[config.mk]
export PLATFORM = sky130hd
export DESIGN_NAME = utc_local_time_conv
export DESIGN_NICKNAME = d
export VERILOG_FILES = /design/src/rtl/utc_local_time_conv.sv
export SDC_FILE = /design/constraint.sdc
export NUM_CORES = 1
export LEC_CHECK = 0
export CAP_MARGIN = 25
export CORE_MARGIN = 10
export CORE_UTILIZATION = 50
export DETAILED_ROUTE_END_ITERATION = 7
export PLACE_DENSITY_LB_ADDON = 0.15
export SKIP_LAST_GASP = 1
export SLEW_MARGIN = 20
export SYNTH_ARGS = -nofsm -noshare
export SYNTH_HDL_FRONTEND = slang
export SYNTH_SLANG_ARGS = --single-unit
[constraint.sdc]
create_clock -name clk -period 4.6 [get_ports clk]
set_input_delay 0.46 -clock clk [delete_from_list [all_inputs] [get_ports clk]]
set_output_delay 0.46 -clock clk [all_outputs]
set_load 0.01 [all_outputs]
[src/rtl/utc_local_time_conv.sv]
// Binary hhmmss UTC to local-time BCD converter with timezone offset and day rollover; TIME_DST_EN adds a dst input.
// Latency N+1 cycles (N = sum of digits above sec_u + 5); in_valid is ignored while busy (no queue, no backpressure).
module utc_local_time_conv #(
    parameter int TZ_OFFSET = 8,
    parameter int IN_W      = 18
) (
    input  logic            clk,
    input  logic            rst_n,
    input  logic            in_valid,
    input  logic [IN_W-1:0] utc_hhmmss,
`ifdef TIME_DST_EN
    input  logic            dst,
`endif
    output logic            busy,
    output logic            out_valid,
    output logic [3:0]      hour_t,
    output logic [3:0]      hour_u,
    output logic [3:0]      min_t,
    output logic [3:0]      min_u,
    output logic [3:0]      sec_t,
    output logic [3:0]      sec_u,
    output logic            day_inc,
    output logic            err
);

    if (TZ_OFFSET < 0 || TZ_OFFSET > 23) begin : g_bad_tz
        $error("TZ_OFFSET must be within 0..23");
    end
    if (IN_W < 18 || IN_W > 20) begin : g_bad_inw
        $error("IN_W must be within 18..20");
    end

    typedef enum logic [1:0] {IDLE, DIV, ADJ} state_t;

    state_t          state_q, state_d;
    logic [IN_W-1:0] rem_q, rem_d;
    logic [2:0]      widx_q, widx_d;
    logic [4:0][3:0] cnt_q, cnt_d;
    logic            dst_q, dst_d;
    logic            busy_q, busy_d;
    logic            out_valid_q, out_valid_d;
    logic [5:0][3:0] dig_q, dig_d;
    logic            day_inc_q, day_inc_d;
    logic            err_q, err_d;

    logic            dst_in;
    logic [IN_W-1:0] cur_w;
    logic [6:0]      h, m, s;
    logic [5:0]      hl;
    logic            bad;

`ifdef TIME_DST_EN
    assign dst_in = dst;
`else
    assign dst_in = 1'b0;
`endif

    // Weight index 0..4 walks hour_t down to sec_t; the leftover remainder is sec_u.
    always_comb begin
        cur_w = IN_W'(17'd10);
        case (widx_q)
            3'd0:    cur_w = IN_W'(17'd100000);
            3'd1:    cur_w = IN_W'(17'd10000);
            3'd2:    cur_w = IN_W'(17'd1000);
            3'd3:    cur_w = IN_W'(17'd100);
            default: cur_w = IN_W'(17'd10);
        endcase
    end

    always_comb begin
        state_d     = state_q;
        rem_d       = rem_q;
        widx_d      = widx_q;
        cnt_d       = cnt_q;
        dst_d       = dst_q;
        busy_d      = busy_q;
        out_valid_d = 1'b0;
        dig_d       = dig_q;
        day_inc_d   = day_inc_q;
        err_d       = err_q;
        h           = 7'd0;
        m           = 7'd0;
        s           = 7'd0;
        hl          = 6'd0;
        bad         = 1'b0;
        case (state_q)
            IDLE: begin
                if (in_valid) begin
                    rem_d   = utc_hhmmss;
                    cnt_d   = '0;
                    widx_d  = 3'd0;
                    dst_d   = dst_in;
                    busy_d  = 1'b1;
                    state_d = DIV;
                end
            end
            DIV: begin
                if (rem_q >= cur_w) begin
                    rem_d         = rem_q - cur_w;
                    cnt_d[widx_q] = cnt_q[widx_q] + 4'd1;
                end else if (widx_q == 3'd4) begin
                    state_d = ADJ;
                end else begin
                    widx_d = widx_q + 3'd1;
                end
            end
            ADJ: begin
                // h is 7 bits so an out-of-range hour_t of 10 cannot alias into a legal hour.
                h   = 7'(cnt_q[0]) * 7'd10 + 7'(cnt_q[1]);
                m   = 7'(cnt_q[2]) * 7'd10 + 7'(cnt_q[3]);
                s   = 7'(cnt_q[4]) * 7'd10 + 7'(rem_q[3:0]);
                bad = (h > 7'd23) || (m > 7'd59) || (s > 7'd59);
                if (bad) begin
                    dig_d     = '0;
                    day_inc_d = 1'b0;
                    err_d     = 1'b1;
                end else begin
                    hl        = h[5:0] + 6'(TZ_OFFSET) + {5'd0, dst_q};
                    day_inc_d = 1'b0;
                    if (hl >= 6'd24) begin
                        hl        = hl - 6'd24;
                        day_inc_d = 1'b1;
                    end
                    if (hl >= 6'd20) begin
                        dig_d[5] = 4'd2;
                        dig_d[4] = 4'(hl - 6'd20);
                    end else if (hl >= 6'd10) begin
                        dig_d[5] = 4'd1;
                        dig_d[4] = 4'(hl - 6'd10);
                    end else begin
                        dig_d[5] = 4'd0;
                        dig_d[4] = hl[3:0];
                    end
                    dig_d[3] = cnt_q[2];
                    dig_d[2] = cnt_q[3];
                    dig_d[1] = cnt_q[4];
                    dig_d[0] = rem_q[3:0];
                    err_d    = 1'b0;
                end
                out_valid_d = 1'b1;
                busy_d      = 1'b0;
                state_d     = IDLE;
            end
            default: state_d = IDLE;
        endcase
    end

    always_ff @(posedge clk or negedge rst_n) begin
        if (!rst_n) begin
            state_q     <= IDLE;
            rem_q       <= '0;
            widx_q      <= 3'd0;
            cnt_q       <= '0;
            dst_q       <= 1'b0;
            busy_q      <= 1'b0;
            out_valid_q <= 1'b0;
            dig_q       <= '0;
            day_inc_q   <= 1'b0;
            err_q       <= 1'b0;
        end else begin
            state_q     <= state_d;
            rem_q       <= rem_d;
            widx_q      <= widx_d;
            cnt_q       <= cnt_d;
            dst_q       <= dst_d;
            busy_q      <= busy_d;
            out_valid_q <= out_valid_d;
            dig_q       <= dig_d;
            day_inc_q   <= day_inc_d;
            err_q       <= err_d;
        end
    end

    assign busy      = busy_q;
    assign out_valid = out_valid_q;
    assign hour_t    = dig_q[5];
    assign hour_u    = dig_q[4];
    assign min_t     = dig_q[3];
    assign min_u     = dig_q[2];
    assign sec_t     = dig_q[1];
    assign sec_u     = dig_q[0];
    assign day_inc   = day_inc_q;
    assign err       = err_q;

endmodule
# After elaboration in Yosys (flattened, before gate mapping)
# Index checks and enable logic that the tools add are counted.
# W data, S select, Z words.
dict set report classes {
  reduce_logical 11
  n_mul 3
  bitwise 0
  addsub 10
  mux 32
  div_mod_pow 0
  n_shift 0
  magnitude_cmp 9
  eq_ne 11
}
# op n
set ops {}
lappend ops {{$pmux W17 S4} 1}
lappend ops {{$mux W20} 2}
lappend ops {{$pmux W20 S2} 1}
lappend ops {{$mux W18} 2}
lappend ops {{$pmux W18 S2} 1}
lappend ops {{$mux W6} 4}
lappend ops {{$mux W22} 1}
lappend ops {{$add A7 B4 Y7} 3}
lappend ops {{$bwmux W20} 1}
lappend ops {{$ge A18 B18 Y1} 1}
lappend ops {{$mul A4 B3 Y6 const B} 3}
lappend ops {{$sub A18 B18 Y18} 1}
lappend ops {{$gt A7 B6 Y1 const B} 2}
lappend ops {{$bmux W4 S3} 1}
lappend ops {{$demux W4 S3} 1}
lappend ops {{$ge A6 B5 Y1 const B} 2}
lappend ops {{$ne A2 B2 Y1 const B} 5}
lappend ops {{$mux W3} 3}
lappend ops {{$mux W4} 2}
lappend ops {{$gt A7 B5 Y1 const B} 1}
lappend ops {{$add A6 B4 Y6 const B} 1}
lappend ops {{$eq A3 B2 Y1 const B} 2}
lappend ops {{$ge A6 B4 Y1 const B} 1}
lappend ops {{$mux W2} 3}
lappend ops {{24 further kinds} 31}
dict set report word_totals {
  ff_bits 71
  in_bits 21
  latchBits 0
  wordCells 94
  out_inout_bits 28
  n_memories 0
  ram_bits 0
  mem_bits_ro 0
}

# Logic depth before layout (Yosys ltp)
dict set report depth {
  ltp_word 11
  mapped_depth 17
  ltp_nobuf 17
}

# Least setup slack after synthesis
# No wires, ideal clock.
dict set report synth_path {
  path_kind {register to register}
  start {register cnt_q[0] (netlist bit)}
  end {register dig_q, in the netlist hour_u[2]}
  setup_ns 0.087
  stages_incl_launch_ff 17
  synth_period_minus_slack_ns 4.084
  t_required_ns 4.513
  arrival_ns 3.997
  n_path_buf 0
  path_slack_ns 0.516
  cell_sequence {dfrtp_1 -> ha_1 -> ha_1 -> a21oi_1 -> and2_1 -> xnor2_1 -> inv_1 -> ha_1 -> xor3_2 -> mux2i_1 -> inv_1 -> ha_1 -> a21o_1 -> a211oi_1 -> nand3_1 -> a2111o_1 -> o211ai_1}
}
dict set report synth_via {
  elab_chain_len 11
  word_cells_on_any_way 18
  classes_between {add/sub (5); mul (1); order compare (4); mux (6); reduce/logical (2)}
}
# item line_no
set synth_lines {}
lappend synth_lines {{start: declaration} 38} ;# logic [4:0][3:0] cnt_q, cnt_d;
lappend synth_lines {{start signal: assignment} 164} ;# cnt_q <= cnt_d;
lappend synth_lines {{$mul A4 B3 Y6 *} 109} ;# h = 7'(cnt_q[0]) * 7'd10 + 7'(cnt_q[1]);
lappend synth_lines {{$add A7 B4 Y7 *} 109}
lappend synth_lines {{$add A6 B4 Y6} 118} ;# hl = h[5:0] + 6'(TZ_OFFSET) + {5'd0, dst_q};
lappend synth_lines {{$sub A6 B5 Y6 or $ge A6 B5 Y1 (tied branches)} {121, 120}}
lappend synth_lines {{$mux W6} 120} ;# if (hl >= 6'd24) begin
lappend synth_lines {{$mux W6} 113} ;# if (bad) begin
lappend synth_lines {{$mux W6} 86} ;# case (state_q)
lappend synth_lines {{$ge A6 B4 Y1 or $sub A4 B4 Y4 (tied branches)} {127, 129}}
lappend synth_lines {{$mux W5} 127} ;# end else if (hl >= 6'd10) begin
lappend synth_lines {{$mux W6} 124} ;# if (hl >= 6'd20) begin
lappend synth_lines {{$mux W22 *} 113}
lappend synth_lines {{end signal: assignment} 168} ;# dig_q <= dig_d;
lappend synth_lines {{end: declaration} 42} ;# logic [5:0][3:0] dig_q, dig_d;
# Mark *: on every way between the ends. The rest lies on a longest branch, timed or not. The select of a mux whose other input is x is not followed.
# A chain may end at the register's enable or synchronous reset.

# Worst setup path after layout
dict set report layout_path {
  start {register cnt_q[2] (netlist bit)}
  end {register dig_q, in the netlist hour_u[2]}
}
# Same word-level chain as after synthesis.

==> flow_metrics.env <==
export IMPL_status="completed"
export IMPL_cts_tree="done"
export IMPL_setup_repair_after_global_routing_missed_its_margin="false"
export IMPL_report_final_slew_viol_count=0
export IMPL_hold_buffers=0
export IMPL_initial_core_utilization_pct=51.4
export IMPL_mappedNetlistArea_um2=5030
export IMPL_route_top_layer_used="met4"
export IMPL_initial_antenna_violation_count=0
export IMPL_yosys_cell_types_count=76
export IMPL_synth_xor_area_share_pct=4.13
export IMPL_main_combinational_cell_family_by_area_after_synthesis="compound AO/OA/AOI/OAI gates"
export IMPL_place_hpwl_mm=9.44
export IMPL_floorplan_die_width_um=120
export IMPL_n_antenna_cell=0
export IMPL_globalRoute_totalOverflow=0
export IMPL_final_setup_skew_ns=0.00788
export IMPL_first_pass_iters=5
export IMPL_clk_path_buf_depth=2
export IMPL_die_height_um=120
export IMPL_yosys_register_bits=69
export IMPL_postSynthAreaPerCell_um2=9.92
export IMPL_drc_marker_count_from_the_first_detailed_route_iteration=311
export IMPL_cts_sink_count=69
export IMPL_wire_length_of_the_first_global_routing_pass_mm=21.4
export IMPL_critPathLaunchType="flip-flop"
export IMPL_synth_simple_area_share_pct=14.0
export IMPL_finalCriticalPeriod_ns=4.27
export IMPL_timing_critical_path_cells="ha_1 > ha_1 > a21oi_1 > and2_1 > xnor2_1 > inv_1 > ha_1 > xor3_2 > mux2i_4 > inv_1 > ha_1 > a21o_1 > a211oi_2 > nand3_1 > a2111o_1 > o211ai_1"
export IMPL_critical_path_top_cell_by_count="ha_1"
export IMPL_place_inst=671
export IMPL_final_cells=687
export IMPL_setup_worst_path_class="flip-flop to flip-flop"
export IMPL_synth_yosys_seq_area_share_pct=34.3
export IMPL_number_of_buffers_added_on_ports=46
export IMPL_top_level_ports=49
export IMPL_synth_mux_area_fraction_pct=4.03
export IMPL_synthCells=507
export IMPL_routed_via_density=6.06
export IMPL_drv_cap=0
export IMPL_worst_ep_arrival_time_ns=4.55
export IMPL_synth_edff_count=0
export IMPL_setup_violations=0
export IMPL_critical_path_required_ns=4.88
export IMPL_cts_made_buffers=9
export IMPL_fin_util_pct=59.6
export IMPL_clk_transition_reported_paths_ns=0.08
export IMPL_most_common_cell_after_layout_fill_and_taps_aside="dfrtp_1"
export IMPL_synth_compound_area_share_pct=24.2
export IMPL_route_met3_wl_um=644
export IMPL_report_final_hold_viol_count=0
export IMPL_finalWeightedCongestion=0.995
export IMPL_wl_per_cell_um=18.5
export IMPL_design_final_nets=625
export IMPL_critPathMaxFanout=6
export IMPL_min_path_type="primary input to async pin"
export IMPL_final_layout_fill_cell_count=840
export IMPL_wire_length_on_met2_mm=5.92
export IMPL_fin_setup_tns_ns=0
export IMPL_floorplan_core_area_um2=9770
export IMPL_layout_common_cells="dfrtp_1, ha_1, clkdlybuf4s50_1"
export IMPL_drive_gt1_share_pct=9.75
export IMPL_grt_start_max_net_pins=39
export IMPL_root_buffer="clkbuf_8"
export IMPL_crit_slowest_cell="a2111o_1"
export IMPL_timing_worst_slew_pin_value_ns=1.01
export IMPL_num_vias=4166
export IMPL_min_period_over_period_pct=92.8
export IMPL_area_growth_syn_to_layout_pct=15.8
export IMPL_yosys_area_share_adder_pct=14.9
export IMPL_antenna_violating_nets_left=0
export IMPL_yosys_most_used_dff="dfrtp_1"
export IMPL_die_area_um2=14500
export IMPL_critPathMaxStageDelay_ns=0.44
export IMPL_slew_headroom_pct=32.9
export IMPL_yosys_warnings=0
export IMPL_routed_wl_mm=12.7
export IMPL_placement_cell_area_um2=5600
export IMPL_ctsHtreeMaxLevel=3
export IMPL_achievable_frequency_ghz=0.234
export IMPL_async_reset_ff_share_pct=100
export IMPL_finalInstanceArea_um2=5820
export IMPL_clk_insertion_delay_late_ns=0.36
export IMPL_wirelength_met1_mm=5.97
export IMPL_fp_row_count=36
export IMPL_post_route_drc_count=0
export IMPL_grt_util_all_layers_pct=18.0
export IMPL_vias_in_the_first_global_route=4117
export IMPL_critPathCaptureType="flip-flop"
final timing paths:
check | end | from | slack (ns) | cells past startpoint
worst max-delay path | hour_u[2]$_DFFE_PN0P_ | cnt_q[2]$_DFFE_PN0P_ | 0.33 | 16
worst min-delay path | rem_q[16]$_DFFE_PN0P_ | rst_n | 0.15 | 1
worst max register to register | hour_u[2]$_DFFE_PN0P_ | cnt_q[2]$_DFFE_PN0P_ | 0.33 | 16
worst min register to register | busy$_DFFE_PN0P_ | busy$_DFFE_PN0P_ | 0.48 | 2
max in group asynchronous | cnt_q[7]$_DFFE_PN0P_ | rst_n | 3.49 | 2
min in group clk | busy$_DFFE_PN0P_ | busy$_DFFE_PN0P_ | 0.48 | 2
cell usage after synthesis, types with 9 or more instances:
| master | number | area share (%) |
|---|---|---|
| a22o_1 | 28 | 4.9 |
| nor3_1 | 9 | 0.90 |
| o21ai_0 | 16 | 1.6 |
| clkbuf_1 | 10 | 0.75 |
| ha_1 | 48 | 12 |
| xnor2_1 | 11 | 1.9 |
| dfrtp_1 | 69 | 34 |
| nor2_1 | 28 | 2.1 |
| a32o_1 | 10 | 2.0 |
| inv_1 | 25 | 1.9 |
| mux2i_1 | 9 | 1.8 |
| nand3_1 | 14 | 1.4 |
| nand2_1 | 43 | 3.2 |
| a31oi_1 | 9 | 1.1 |
| a21oi_1 | 15 | 1.5 |
per-stage QoR:
step / hold WS [ns] / setup slack (ns)
3_5_place_dp: 0.469 / 0.301
2_1_floorplan: 0.164 / 0.516
6_report: 0.152 / 0.331
5_1_grt: 0.208 / 0.0102
4_1_cts: 0.174 / 0.252
3_3_place_gp: 0.464 / 0.419
final cells by class:
cell class / instances / area [um2] / share of cell area, %
Multi-Input combinational cell: 389 / 3110 / 53.4
Tap cell: 133 / 166 / 2.86
Sequential cell: 69 / 1730 / 29.7
Clock inverter: 5 / 58.8 / 1.01
Clock buffer: 11 / 151 / 2.60
Timing Repair Buffer: 54 / 515 / 8.85
Inverter: 26 / 97.6 / 1.68
worst max-delay path, delay by kind of cell (launching register included):
kind,cells,cell delay (ns)
AOI/OAI and AO/OA,5,1.15
adders and majority gates,4,1.08
and+or+nand+nor,2,0.37
DFF,1,0.43
muxes,1,0.30
buffers and inverters,2,0.24
xor gates and xnor gates,2,0.59
timing repair:
item,4_1_cts,5_1_grt
endpoints found under the setup margin,0,2
setup buffers,0,0
hold endpoints to repair,0,0
gates resized for setup,0,3
kinds of logic after synthesis:
family                     Yosys count
DFF                                 69
xor gates and xnor gates            21
muxes                               17
buffers and inverters               50
adders and majority gates           56
other                                1
and+or+nand+nor                    139
AOI/OAI and AO/OA                  154
layer usage:
layer	track usage (%)	up-vias
met5	0	-
met3	3.77	13
met4	5.66	0
met2	28.0	111
met1	24.4	2050
li1	-	1992
state kept, by name (all words and copies together) (netlist names), 2 cells and up:
signal	cells
widx_q	3
hour_t	2
sec_t	4
cnt_q	20
rem_q	18
sec_u	4
state_q	2
min_u	4
min_t	4
hour_u	4
Power is left out: the tool's default activity adds up to more than one toggle a clock period on the data nets, which glitch-free logic cannot reach.
